### config.mk
export PLATFORM = sky130hd
export DESIGN_NAME = button_event_queue
export DESIGN_NICKNAME = d
export VERILOG_FILES = /design/src/rtl/button_event_queue_pkg.sv /design/src/rtl/event_fifo.sv /design/src/rtl/button_event_queue.sv
export SDC_FILE = /design/constraint.sdc
export NUM_CORES = 1
export LEC_CHECK = 0
export CAP_MARGIN = 20
export CORE_ASPECT_RATIO = 2
export CORE_UTILIZATION = 25
export DETAILED_ROUTE_END_ITERATION = 8
export PLACE_DENSITY_LB_ADDON = 0.2
export SYNTH_ARGS = -nofsm -noshare
export SYNTH_HDL_FRONTEND = slang
export SYNTH_HIERARCHICAL = 1
export SYNTH_SLANG_ARGS = --single-unit
### constraint.sdc
create_clock -name clk -period 7.1 [get_ports clk]
set_clock_uncertainty 0.2 [all_clocks]
set_input_delay 0.71 -clock clk [delete_from_list [all_inputs] [get_ports clk]]
set_output_delay 0.71 -clock clk [all_outputs]
set_load 0.05 [all_outputs]
### src/rtl/button_event_queue_pkg.sv
// Shared constants and types for the button event queue.
// Holds YES/NO flags and the 8-bit event code type.
package button_event_queue_pkg;

  localparam logic YES = 1'b1;
  localparam logic NO  = 1'b0;

  typedef logic [7:0] code_t;

endpackage

### src/rtl/event_fifo.sv
// Show-ahead event FIFO, 8-bit codes, DEPTH entries.
// Ports: clk, reset_low, push/push_data, pop/pop_data, full, empty, count.
module event_fifo
  import button_event_queue_pkg::*;
#(
  parameter int DEPTH = 4,
  localparam int AW = (DEPTH > 1) ? $clog2(DEPTH) : 1,
  localparam int CW = $clog2(DEPTH + 1)
) (
  input  logic          clk,
  input  logic          reset_low,
  input  logic          push,
  input  code_t         push_data,
  input  logic          pop,
  output code_t         pop_data,
  output logic          full,
  output logic          empty,
  output logic [CW-1:0] count
);

  // Pointers carry one extra wrap bit so that
  // full and empty are never ambiguous.
  logic [AW:0] wr_ptr;
  logic [AW:0] rd_ptr;
  logic [AW:0] fill;
  logic        do_push;
  logic        do_pop;

  code_t mem [DEPTH];

  assign empty = (wr_ptr == rd_ptr);
  assign full  = (wr_ptr[AW] != rd_ptr[AW]) &&
                 (wr_ptr[AW-1:0] == rd_ptr[AW-1:0]);

  // Illegal requests are dropped here, not upstream.
  assign do_push = push & ~full;
  assign do_pop  = pop & ~empty;

  assign fill  = wr_ptr - rd_ptr;
  assign count = CW'(fill);

  assign pop_data = mem[rd_ptr[AW-1:0]];

  always_ff @(posedge clk or negedge reset_low) begin
    if (!reset_low) begin
      wr_ptr <= '0;
      rd_ptr <= '0;
    end else begin
      if (do_push) wr_ptr <= wr_ptr + 1'b1;
      if (do_pop)  rd_ptr <= rd_ptr + 1'b1;
    end
  end

  always_ff @(posedge clk) begin
    if (do_push) mem[wr_ptr[AW-1:0]] <= push_data;
  end

endmodule

### src/rtl/button_event_queue.sv
// Round-robin button arbiter feeding an event FIFO.
// Ports: btn_valid/btn_ready in, out_valid/out_data/out_ready out, count.
module button_event_queue
  import button_event_queue_pkg::*;
#(
  parameter int    BUTTONS   = 4,
  parameter int    DEPTH     = 4,
  parameter code_t CODE_BASE = 8'h31,
  localparam int   CW = $clog2(DEPTH + 1),
  localparam int   IW = (BUTTONS > 1) ? $clog2(BUTTONS) : 1
) (
  input  logic               clk,
  input  logic               reset_low,
  input  logic [BUTTONS-1:0] btn_valid,
  output logic [BUTTONS-1:0] btn_ready,
  output logic               out_valid,
  output code_t              out_data,
  input  logic               out_ready,
  output logic [CW-1:0]      count
);

  logic [IW-1:0]      last_grant;
  logic [IW-1:0]      grant_idx;
  logic               found;
  logic [BUTTONS-1:0] grant_vec;
  logic               accept;
  logic               full;
  logic               empty;
  code_t              push_data;

  // Two passes give the wrapped upward search:
  // indices above last_grant first, then the rest.
  always_comb begin
    found     = NO;
    grant_idx = '0;
    for (int i = 0; i < BUTTONS; i++) begin
      if (!found && btn_valid[i] &&
          i > int'(last_grant)) begin
        found     = YES;
        grant_idx = IW'(i);
      end
    end
    for (int i = 0; i < BUTTONS; i++) begin
      if (!found && btn_valid[i] &&
          i <= int'(last_grant)) begin
        found     = YES;
        grant_idx = IW'(i);
      end
    end
  end

  // No grant while full, even if a pop is due.
  always_comb begin
    grant_vec = '0;
    for (int i = 0; i < BUTTONS; i++) begin
      grant_vec[i] = found && (i == int'(grant_idx));
    end
  end

  assign btn_ready = grant_vec &
                     {BUTTONS{~full & reset_low}};
  assign accept    = |(btn_valid & btn_ready);
  assign push_data = CODE_BASE + code_t'(grant_idx);

  always_ff @(posedge clk or negedge reset_low) begin
    if (!reset_low) begin
      last_grant <= IW'(BUTTONS - 1);
    end else if (accept) begin
      last_grant <= grant_idx;
    end
  end

  event_fifo #(
    .DEPTH (DEPTH)
  ) u_fifo (
    .clk       (clk),
    .reset_low (reset_low),
    .push      (accept),
    .push_data (push_data),
    .pop       (out_ready),
    .pop_data  (out_data),
    .full      (full),
    .empty     (empty),
    .count     (count)
  );

  assign out_valid = ~empty;

endmodule

==> Yosys cells after proc, flatten, opt, wreduce, memory -nomap -nowiden <==
Memories as Yosys holds them, arrays and structs flattened.
Index checks and enable logic that the tools add are counted.
{ "word_totals": {"regBits": 8, "ramBits": 28, "input_bits": 7, "out_inout_bits": 16, "word_cells": 68, "mem_count": 1} }
{ "op_classes": {"add_sub_neg": 4, "magnitude_cmp": 6, "eq_ne": 6, "mux": 16, "bitwise_logic": 7, "n_reduce_logical": 25} }
{ "mem_list": {"columns": ["name", "depth", "width", "read_ports", "rd_clocked_by_memory_dff", "write_ports", "line", "rtl"], "rows": [
  ["u_fifo.mem", 4, 7, 1, 0, 1, "event_fifo.sv:29", "code_t mem [DEPTH];"]
]} }
{ "op_table": {"columns": ["op", "count"], "rows": [
  ["1-bit logical AND", 17],
  ["2-bit two-way mux", 6],
  ["1-bit two-way mux", 10],
  ["4-bit bitwise AND", 2],
  ["6-bit by 2-bit adder with 7-bit output (first input constant)", 1],
  ["3-bit by 1-bit adder with 3-bit output (second input constant)", 2],
  ["1-bit zero test", 6],
  ["2-bit equality test (first input constant)", 2],
  ["2-bit greater-than comparator (first input constant)", 2],
  ["2-bit <= comparator (first input constant)", 2],
  ["4-bit OR reduction", 1],
  ["1-bit bitwise AND", 3],
  ["3-bit equality test", 1],
  ["3-bit subtractor", 1],
  ["1-bit by 2-bit equality test with 1-bit output (first input constant)", 1],
  ["2-bit equality test", 1],
  ["1-bit by 2-bit greater-than comparator with 1-bit output (first input constant)", 1],
  ["1-bit by 2-bit <= comparator with 1-bit output (first input constant)", 1],
  ["2-bit zero test", 1],
  ["1-bit NOT", 2],
  ["1-bit != test", 1]
]} }

==> Longest topological paths before layout <==
Gate-level depths: netlist of run 1.
{ "logic_depth": {"ltp_word": 34, "ltp_mapped": 12, "mapped_depth_nobuf": 12} }

==> By module <==
Netlist of run 1, hierarchy kept.
{ "by_module_without_submodules": {"columns": ["module", "instances", "cells_per_inst", "area_each_um2", "seq_area_each_um2"], "rows": [
  ["event_fifo", 1, 87, 1611.5, 1111.1],
  ["button_event_queue", 1, 47, 355.3, 52.6]
]} }

==> Worst setup path before layout of run 1 <==
OpenSTA, ideal clock, no wires.
{ "synth_path": {"path_kind": "register to output", "startpoint": "reg u_fifo.rd_ptr[1]", "endpoint": "out btn_ready[0]", "arrival_ps": 2395, "required_time_ps": 6190, "path_slack_ps": 3795, "stages_incl_launch_ff": 9, "n_path_buf": 1, "path_cell_list": "dfrtp_1 -> clkbuf_1 -> inv_1 -> ha_1 -> nand3_1 -> inv_1 -> or2b_4 -> a211o_1 -> nor2_1"} }
{ "synth_via": {"elab_chain_len": 5} }
{ "synth_lines": {"columns": ["element", "line", "rtl"], "rows": [
  ["start: declaration", "event_fifo.sv:24", "logic [AW:0] rd_ptr;"],
  ["start signal: assignment", "event_fifo.sv:50", "if (do_pop) rd_ptr <= rd_ptr + 1'b1;"],
  ["2-bit equality test", "event_fifo.sv:33", "(wr_ptr[AW-1:0] == rd_ptr[AW-1:0]);"],
  ["1-bit logical AND", "event_fifo.sv:32", "assign full = (wr_ptr[AW] != rd_ptr[AW]) &&"],
  ["named net full", "button_event_queue.sv:27", "logic full;"],
  ["1-bit NOT", "button_event_queue.sv:61", "{BUTTONS{~full & reset_low}};"],
  ["1-bit bitwise AND", "button_event_queue.sv:61", null],
  ["4-bit bitwise AND", "button_event_queue.sv:60", "assign btn_ready = grant_vec &"],
  ["end: declaration", "button_event_queue.sv:15", "output logic [BUTTONS-1:0] btn_ready,"]
]} }
The timed path passes the listed nets, and every way through them passes these cells.

==> Worst setup path in the final report of run 1 <==
{ "layout_path": {"startpoint": "reg u_fifo.rd_ptr[0]", "endpoint": "out btn_ready[2]"} }
Same word-level chain as after synthesis.

==> flow_summary.yaml, run 1 <==
synthesis:
  yosysSeqAreaShare: 0.5916
  synth_area_um2: 1967
  synthDominantCellAreaShare: 0.4885
  ys_ff_latch: 40
  synthTopCellsByArea: "edfxtp_1 (49%), mux4_2 (9.2%), dfrtp_1 (7.6%)"
  yosysTopAreaCell: "edfxtp_1"
  synth-main-ff-cell: "edfxtp_1"
  yosys_warnings: 6
  synth_edf_count: 32
  avgSynthCellArea_um2: 14.68
  netlist_instances: 134
  yosysUniqueCellTypes: 39
  async_flop_share: 0.2000
floorplan:
  pin_count: 23
  die_w_um: 64.72
  dieArea_um2: 8248
  start_util: 0.2588
  core-area_um2: 7601
  die_h_um: 127.4
  rows: 45
clock_network:
  clk_pin_slew_worst_paths_ns: 0.06
  htreeDepth: 2
  post_cts_buffers: 0
  insertion_delay_ns: 0.28
  cts_tree: "yes"
  cts.sinks: 40
  hold_buffers: 0
  numCtsBuffers: 5
  cts_buffer_depth: 2
  clock_tree.root_cell: "clkbuf_16"
  cts_resized: 0
critical_path:
  worst_setup_path_end_kind: "output pin"
  cp_slowest_cell: "clkdlybuf4s50_1"
  startpoint_type: "flop"
  worst_path_largest_cell_delay_ns: 0.80
  r2r_setup_slack_ns: 3.82
  startpoint: "u_fifo/rd_ptr[0]"
  crit_fanout: 11
  path_buf_inv: 2
  reg2reg_from: "u_fifo/rd_ptr[0]"
  critPathTopFamily: "buffers and inverters"
  arrival_ns: 3.18
  required_ns: 6.19
  crit_chain: "ha_1 -> nand3_1 -> inv_1 -> or2b_4 -> a21oi_1 -> and2_1 -> clkdlybuf4s50_1"
  crit_type: "reg -> out"
timing:
  finalMaxSlewViolations: 0
  final_hold_viol_count: 0
  finalSetupViolCount: 0
  fmax_ghz: 0.2447
  rsz0062_at_grt: "false"
  slew_headroom: 0.5649
  tightest_slew_ns: 0.6527
  tns_ns: 0
  final.min_clock_period_ns: 4.087
  fin_crit_sh: 0.5756
global_routing:
  track_usage: 0.09151
  grt_max_degree: 14
  grt_pass1_vias: 1115
  grt_first_pass_wirelength_mm: 5.478
  grt_overflow: 0
  antenna_found_initial: 0
placement:
  gp_congestion: 0.7788
  port_buffers: 22
  dp_hpwl_mm: 2.749
final_layout:
  drive_above_1_share: 0.1722
  fin_nets: 196
  n_antenna_cell: 0
  ff_latch_area_um2: 1164
  multi_input_area_um2: 805.8
  filler_cell_count: 755
  area_delta_synth_final_pct: 31.11
outcome:
  status: "completed"
drt:
  viasPerCell: 4.120
  drtIter0Drc: 18
  drc: 0
  vias: 1129
  avgRoutedWirePerCell_um: 12.96
  drtAntennaViolNets: 0
  drt_wl_total_mm: 3.550
  first_pass_iters: 2
hold_path:
  hp-start: "u_fifo/wr_ptr[0]"
  hold_class: "reg -> reg"
job:
  cap_violations: 0
per-stage QoR:
stage / instance area (um2) / worst slack, ns / hold slack (ns) / util / cells
2_1_floorplan: 2034 / 3.795 / 0.2144 / - / 152
3_5_place_dp: 2364 / 3.077 / 0.3288 / 0.3109 / 266
6_report: 2579 / 3.013 / 0.3357 / 0.3393 / 274
3_3_place_gp: 2364 / 3.032 / 0.3322 / 0.3109 / 266
4_1_cts: 2579 / 2.920 / 0.3414 / 0.3393 / 274
5_1_grt: 2579 / 2.765 / 0.3673 / 0.3393 / 274
cell usage in the layout (no fill, tap or decap), drive strengths merged, types with 3 or more instances in the layout:
| cell type | Yosys | layout |
|---|---|---|
| conb | 2 | 20 |
| and3 | 4 | 4 |
| mux2i | 3 | 3 |
| inv | 15 | 15 |
| ha | 9 | 9 |
| a21oi | 4 | 4 |
| clkdlybuf4s50 | 0 | 22 |
| edfxtp | 32 | 32 |
| bufinv | 0 | 3 |
| dfrtp | 6 | 6 |
| and2 | 3 | 3 |
| clkbuf | 1 | 5 |
| mux2 | 4 | 4 |
| nand2b | 4 | 4 |
| nand2 | 6 | 6 |
| mux4 | 8 | 8 |
| xnor2 | 3 | 3 |
| nor2 | 5 | 5 |
| o21ai | 7 | 7 |
cells in the mapped netlist, types with 2 or more instances:
cell	n
a21oi_1	4
and2_1	3
and3_1	4
conb_1	2
dfrtp_1	6
dfstp_2	2
edfxtp_1	32
ha_1	9
inv_1	13
inv_2	2
mux2_4	2
mux2i_1	3
mux4_2	8
nand2_1	6
nand2b_1	4
nor2_1	5
o21ai_0	2
o21ai_1	3
o21ai_2	2
xnor2_1	3
state kept, by name, indices dropped and copies added, names as in the netlist:
name           flops
u_fifo/mem        32
last_grant         2
u_fifo/wr_ptr      3
u_fifo/rd_ptr      3
worst paths after layout:
kind,to,cells past startpoint
worst max register to register,u_fifo/mem[1][1],8
worst min register to register,u_fifo/wr_ptr[0],1
max in group asynchronous,last_grant[0],1
worst max-delay path,btn_ready[2],7
worst min-delay path,u_fifo/wr_ptr[0],1
min in group asynchronous,u_fifo/rd_ptr[2],1
routing by layer:
| metal | global-route usage | share of wire | wire, um |
|---|---|---|---|
| met3 | 0.01964 | 0.026 | 94 |
| met4 | 0.04314 | 0.025 | 88 |
| met2 | 0.1783 | 0.59 | 2104 |
| met1 | 0.08567 | 0.36 | 1263 |
| met5 | 0 | 0 | 0 |
cells by family after synthesis:
kind of cell    count (synthesis)  share of synthesized area
flops                          40                     0.5916
simple gates                   26                    0.07442
compound gates                 20                    0.07443
buf+inv                        17                    0.03308
mux                            15                     0.1336
fa+ha+maj                      10                    0.06743
xor+xnor                        4                    0.02163
other cells                     2                   0.003818
cell type report:
type / instances / area share
Sequential cell: 40 / 0.4512
Multi-Input combinational cell: 95 / 0.3125
Timing Repair Buffer: 22 / 0.08540
Clock buffer: 5 / 0.04852
Tap cell: 94 / 0.04561
Clock inverter: 3 / 0.03493
Inverter: 15 / 0.02183
Power of run 1 is not shown: default switching activity piles up to over one toggle a cycle in this logic, so the estimate is an artifact.
==> inputs of run 2 (changes only) <==
- clock period: 7.1 -> 3.9 ns (I/O delays scaled with it)
==> run 2 against run 1 <==
  * Count of clock-buffer cells in the layout up 1
  * Core utilization down 0.67 points
  * Hold slack worse by 0.082 ns
  * Worst setup slack worse by 2.7 ns
  * First-iteration DRC count up 120%
  * Global-route usage up 1.4 points
  * Register-to-register slack worse by 3.0 ns
  * Sequential share of layout area up 0.92 points
  * Via count up 2.9%
  * Critical endpoint is now btn_ready[3]
  * Largest cell class unchanged
==> flow_summary.yaml, run 2 (synthesized netlist as in run 1, its figures left out) <==
global_routing:
  antenna_found_initial: 0
  grt_first_pass_wirelength_mm: 6.023
  grt_pass1_vias: 1206
  grt_overflow: 0
  grt_max_degree: 14
  track_usage: 0.1054
timing:
  slew_headroom: 0.6557
  fin_crit_sh: 0.9076
  tightest_slew_ns: 0.5149
  tns_ns: 0
  finalSetupViolCount: 0
  finalMaxSlewViolations: 0
  final_hold_viol_count: 0
  rsz0062_at_grt: "false"
  fmax_ghz: 0.2825
  final.min_clock_period_ns: 3.539
floorplan:
  core-area_um2: 7601
  pin_count: 23
  die_w_um: 64.72
  start_util: 0.2588
  dieArea_um2: 8248
  rows: 45
  die_h_um: 127.4
drt:
  drc: 0
  drtAntennaViolNets: 0
  drtIter0Drc: 39
  vias: 1162
  viasPerCell: 4.195
  drt_wl_total_mm: 3.977
  avgRoutedWirePerCell_um: 14.36
  first_pass_iters: 4
placement:
  dpl_cell_area_um2: 2386
  dp_hpwl_mm: 3.003
  port_buffers: 22
  gp_congestion: 0.7873
final_layout:
  mostFrequentLayoutCell: "edfxtp_1"
  fin_nets: 199
  n_antenna_cell: 0
  drive_above_1_share: 0.1803
  layout.cells.most_common_list: "edfxtp_1 (32), clkdlybuf4s50_1 (22), conb_1 (20)"
  area_delta_synth_final_pct: 28.50
  largest_reg_flops: 32
  final_cell_area_um2: 2527
critical_path:
  arrival_ns: 2.95
  startpoint: "u_fifo/wr_ptr[0]"
  required_ns: 3.31
  r2r_setup_slack_ns: 0.83
  critPathTopFamily: "buffers and inverters"
  cp_slowest_cell: "clkdlybuf4s50_1"
  worst_path_largest_cell_delay_ns: 0.81
  crit_fanout: 5
  worst_setup_path_end_kind: "output pin"
  crit_type: "reg -> out"
  cpMostUsedCell: "inv_1"
  path_buf_inv: 3
  startpoint_type: "flop"
  reg2reg_from: "last_grant[1]"
  crit_chain: "inv_1 -> ha_1 -> nand3_1 -> inv_1 -> or2b_4 -> a21oi_1 -> and2_1 -> clkdlybuf4s50_1"
hold_path:
  hold_class: "in -> async"
job:
  cap_violations: 0
clock_network:
  cts_buffer_depth: 2
  post_cts_buffers: 0
  cts.sinks: 40
  cts_resized: 0
  numCtsBuffers: 5
  clock_tree.root_cell: "clkbuf_16"
  htreeDepth: 2
  insertion_delay_ns: 0.28
  cts_tree: "yes"
  clk_pin_slew_worst_paths_ns: 0.06
  hold_buffers: 0
outcome:
  status: "completed"
## run 2: area by class of cell
cell class                 instances  area, um2
clock buffer                       6      128.9
fill                             760       5074
inverter                          15      56.30
sequential                        40       1164
tap                               94      117.6
clock inverter                     2      12.51
timing repair buffer              25      242.7
multi-input combinational         95      805.8
## run 2: path summary, 6_finish.rpt
path | to | cells past startpoint
setup / recovery | btn_ready[3] | 8
hold reg to reg | u_fifo/wr_ptr[0] | 1
hold / removal | u_fifo/wr_ptr[2] | 2
setup reg to reg | u_fifo/mem[2][3] | 10
max in group asynchronous | last_grant[0] | 2
min in group clk | u_fifo/wr_ptr[0] | 1
## run 2: per-stage QoR
| step | cells | setup WS [ns] | utilization | hold slack [ns] |
|---|---|---|---|---|
| floorplan | 152 | 0.9146 | - | -0.1056 |
| global placement | 269 | 0.4736 | 0.3139 | 0.3497 |
| detailed placement | 269 | 0.4948 | 0.3139 | 0.3427 |
| CTS | 277 | 0.3307 | 0.3325 | 0.2728 |
| global route | 277 | 0.2131 | 0.3325 | 0.2803 |
| finish | 277 | 0.3606 | 0.3325 | 0.2538 |
## run 2: worst reg2reg max path, cell delays in order (launching register included)
cell and delay (ns):
dfstp_2 0.61, mux2_1 0.37, a22oi_2 0.14, o21ai_2 0.13, inv_2 0.13, ha_1 0.19, a22oi_1 0.09, o211ai_1 0.12
a2bb2oi_2 0.11, inv_1 0.14, and3_1 0.48
## run 2: routing by layer
| metal | vias up | global-route usage | routed length (um) |
|---|---|---|---|
| met5 | - | 0 | 0 |
| met4 | 0 | 0.06275 | 143 |
| met3 | 9 | 0.03393 | 120 |
| met2 | 32 | 0.2034 | 2393 |
| met1 | 558 | 0.08743 | 1320 |
| li1 | 563 | - | - |
Power of run 2 is left out for the same reason.
==> inputs of run 3 (changes only) <==
- CORE_ASPECT_RATIO: 2 -> not set
- RECOVER_POWER: not set -> 50
- SETUP_SLACK_MARGIN: not set -> 0.3
==> run 3 against run 2 <==
  * Non-clock buffer count is the same
  * Fmax shrank 0.17%
  * Flip-flop and latch count is the same
  * Critical path type is now in -> reg
  * Hold slack gained 0.097 ns
  * Via count grew 2.5%
  * Largest cell class unchanged
  * Cell area shrank 1.2%
  * Worst setup slack lost 0.0059 ns
  * Die area shrank 0.26%
  * Register-to-register slack lost 0.30 ns
  * First-iteration DRC count grew 5.1%
  * Global-route usage shrank 0.50 points
==> flow_summary.yaml, run 3 (synthesized netlist as in run 1, its figures left out) <==
timing:
  finalSetupViolCount: 0
  finalMaxSlewViolations: 0
  final.min_clock_period_ns: 3.545
  rsz0062_at_grt: "false"
  final_hold_viol_count: 0
  tightest_slew_ns: 0.5638
  slew_headroom: 0.6201
  fin_crit_sh: 0.9091
  tns_ns: 0
  fmax_ghz: 0.2821
critical_path:
  reg2reg_from: "last_grant[1]"
  r2r_setup_slack_ns: 0.53
  crit_fanout: 8
  arrival_ns: 3.33
  rr_worst_depth: 10
  required_ns: 3.69
  worst_setup_path_end_kind: "flop"
  startpoint_type: "input pin"
  r2r_end: "u_fifo/mem[0][1]"
  crit_type: "in -> reg"
clock_network:
  clock_tree.root_cell: "clkbuf_8"
  cts_tree: "yes"
  cts_buffer_depth: 2
  cts.sinks: 40
  htreeDepth: 2
  insertion_delay_ns: 0.29
  clk_pin_slew_worst_paths_ns: 0.08
  post_cts_buffers: 0
  numCtsBuffers: 5
final_layout:
  mostFrequentLayoutCell: "edfxtp_1"
  n_antenna_cell: 0
  layout.cells.most_common_list: "edfxtp_1 (32), conb_1 (20), dlygate4sd3_1 (14)"
  fin_nets: 199
  drive_above_1_share: 0.1639
  multi_input_area_um2: 792.0
  area_delta_synth_final_pct: 26.97
  largest_reg_flops: 32
  utilization: 0.3353
  filler_cell_count: 758
  ff_latch_area_um2: 1164
drt:
  drtIter0Drc: 41
  viasPerCell: 4.223
  drt_wl_total_mm: 3.738
  drc: 0
  first_pass_iters: 4
  vias: 1191
  avgRoutedWirePerCell_um: 13.26
  drtAntennaViolNets: 0
hold_path:
  hold_end: "u_fifo/wr_ptr[0]"
  hold_class: "reg -> reg"
  worstHoldPathCells: 1
  hp-start: "u_fifo/wr_ptr[0]"
floorplan:
  pin_count: 23
  core-area_um2: 7447
  die_w_um: 90.70
  start_util: 0.2641
  die_h_um: 90.70
  dieArea_um2: 8226
  rows: 31
global_routing:
  grt_max_degree: 15
  grt_first_pass_wirelength_mm: 6.203
  grt_overflow: 0
  antenna_found_initial: 0
  grt_pass1_vias: 1244
  track_usage: 0.1004
placement:
  gp_congestion: 1.033
  dp_hpwl_mm: 2.696
  port_buffers: 22
job:
  cap_violations: 0
outcome:
  status: "completed"
## run 3: cell count changes in the layout (fill, tap and decap cells not counted), moves of 2 or more
cell / before / now
dlymetal6s2s_1: 0 / 3
o21ai_0: 2 / 6
o21ai_1: 3 / 1
dlygate4sd3_1: 0 / 14
clkbuf_16: 5 / 0
clkbuf_8: 0 / 5
clkdlybuf4s50_1: 22 / 5
o21ai_2: 2 / 0
## run 3: worst max-delay path, cell delays in order
cell	delay, ns
clkdlybuf4s50_1	0.60
and2b_1	0.22
a21oi_1	0.07
o21ai_0	0.48
inv_2	0.14
ha_1	0.23
a22oi_1	0.20
o211ai_1	0.14
a2bb2oi_1	0.33
inv_1	0.16
and3_1	0.36
## run 3: layout make-up
class | instances | share of cell area
clock buffer | 5 | 0.02756
clock inverter | 3 | 0.01854
inverter | 15 | 0.02255
multi-input combinational | 95 | 0.3171
sequential | 40 | 0.4659
tap | 99 | 0.04960
timing repair buffer | 25 | 0.09870
## run 3: layer usage
layer / part of all wire / GRT usage / wire, um
met2: 0.51 / 0.1736 / 1912
met1: 0.42 / 0.1140 / 1580
met4: 0.013 / 0.04032 / 50
met5: 0 / 0 / 0
met3: 0.052 / 0.03199 / 194
## run 3: through the flow
step	cells	setup WS [ns]	hold WS, ns	cell area (um2)
finish	282	0.3547	0.3512	2497
global placement	274	0.5212	0.3324	2392
CTS	282	0.3592	0.2178	2507
floorplan	152	0.9146	-0.1056	2034
detailed placement	274	0.4383	0.3420	2392
global route	282	0.1739	0.3931	2497
## run 3: how the worst max path moves through the flow
stage,startpoint,endpoint,slack [ns],depth (start not counted)
2_1_floorplan,u_fifo/rd_ptr[1],btn_ready[0],0.91,8
3_3_place_gp,btn_valid[3],u_fifo/mem[0][7],0.52,11
3_5_place_dp,btn_valid[1],u_fifo/mem[0][4],0.44,11
4_1_cts,u_fifo/wr_ptr[0],btn_ready[3],0.36,8
5_1_grt,btn_valid[2],u_fifo/mem[3][1],0.17,11
6_report,btn_valid[3],u_fifo/mem[0][1],0.35,11
## run 3: repair_timing
item / in CTS / in global routing
setup endpoints to repair: 0 / 3
hold buffers: 0 / 0
resized for setup: 0 / 3
Power of run 3 is left out for the same reason.
==> variant (flow settings as in run 1) <==
`DEPTH` is set to 4 in 2 places; all go to 8.
--- a/src/rtl/event_fifo.sv
+++ b/src/rtl/event_fifo.sv
@@ -4,5 +4,5 @@
   import button_event_queue_pkg::*;
 #(
-  parameter int DEPTH = 4,
+  parameter int DEPTH = 8,
   localparam int AW = (DEPTH > 1) ? $clog2(DEPTH) : 1,
   localparam int CW = $clog2(DEPTH + 1)
--- a/src/rtl/button_event_queue.sv
+++ b/src/rtl/button_event_queue.sv
@@ -5,5 +5,5 @@
 #(
   parameter int    BUTTONS   = 4,
-  parameter int    DEPTH     = 4,
+  parameter int    DEPTH     = 8,
   parameter code_t CODE_BASE = 8'h31,
   localparam int   CW = $clog2(DEPTH + 1),
Interface: changed (resized count); port bits go from 23 to 24. The function was not compared with the original's and may differ.
==> variant against run 1 <==
The flow now finishes with violations (design-rule violations). Worst setup slack got worse by 0.32 ns. Synthesized cell count rose by 60%. Worst hold slack improved by 0.019 ns. Synthesized area rose by 70%. Cell area rose by 63%. Global-route usage rose by 0.89 points. Cell count rose by 62%. Sequential cell count rose by 34. Wire length rose by 77%. Count of clock-buffer cells in the layout rose by 5. Critical endpoint is now btn_ready[3].
Power is not shown: default switching activity piles up to over one toggle a cycle in this logic, so the estimate is an artifact.
==> variant: results (changes against run 1) <==
Seq area share 51.8% (+6.7 points); clock buf count 10 (+5); met1 wire length 2210 um (+75%); failing checks design-rule violations; Mapped Cells 214 (+60%); worst-path fanout max 21 (+10); sequential fraction of the synthesis area 65.0% (+5.8 points); pre-CTS setup slack 2.88 ns (-0.194 ns); largest net degree at the start of global routing 22 (+8); status complete, but fails checks; max FFs per register 64 (+100%); gr usage total 10.0% (+0.89 points); Fill cells 1294 (+71%); Final #Nets 302 (+54%); routed wire length per instance 14.1 um (+9.2%); CTS buffer count 9 (+4); Core Util, Final 32.1% (-1.8 points); buffering overhead 6.56% (-2.0 points); Placed Cells 428 (+61%); Crit path arrival time 3.50 ns (+0.32 ns); Iter 0 DRT Violations 77 (+59); vias in the first global route 1917 (+72%); H-tree levels 3 (+1); Routed WL 6280 um (+77%); routed wl met3 150 um (+60%); CP Launch Point u_fifo/rd_ptr[1]$_DFFE_PN0P_; min-delay src u_fifo/wr_ptr[3]$_DFFE_PN0P_; Non-Clock Buffer Count 29 (+32%); clock network area share 6.83% (-1.5 points); Seq cells 74 (+85%); Slowest-stage cell, CP dfrtp_1; Post-synth EDFFs 64 (+100%); Slew headroom 40.2% (-16 points); FFs w/ async S/R, synth 13.5% (-6.5 points); area of the multi-input gates 1210 um2 (+50%); comb_multi_in 157 (+65%); CP peak stage delay 0.93 ns (+0.13 ns); drt drc 3 (+3); met3 Usage GRT 2.24% (+0.28 points)
[variant: path summary, 6_finish.rpt]
path                                           endpoint  slack (ns)  cells after the start
setup / recovery                           btn_ready[3]        2.69                      8
hold / removal             u_fifo/wr_ptr[3]$_DFFE_PN0P_        0.36                      1
setup reg to reg             u_fifo/mem[5][1]$_DFFE_PP_        3.17                     10
hold reg to reg            u_fifo/wr_ptr[3]$_DFFE_PN0P_        0.36                      1
max in group asynchronous     last_grant[1]$_DFFE_PN1P_        5.82                      1
min in group asynchronous  u_fifo/rd_ptr[3]$_DFFE_PN0P_        0.52                      1
[variant: logic make-up after synthesis]
| logic type | share of synthesized area (%) |
|---|---|
| AO/OA/AOI/OAI | 5.05 |
| XOR/XNOR | 2.84 |
| adder cells (fa/ha/maj) | 3.22 |
| buffers and inverters | 3.18 |
| flip-flops | 65.0 |
| multiplexers | 12.6 |
| other | 0.224 |
| AND/OR/NAND/NOR | 7.89 |
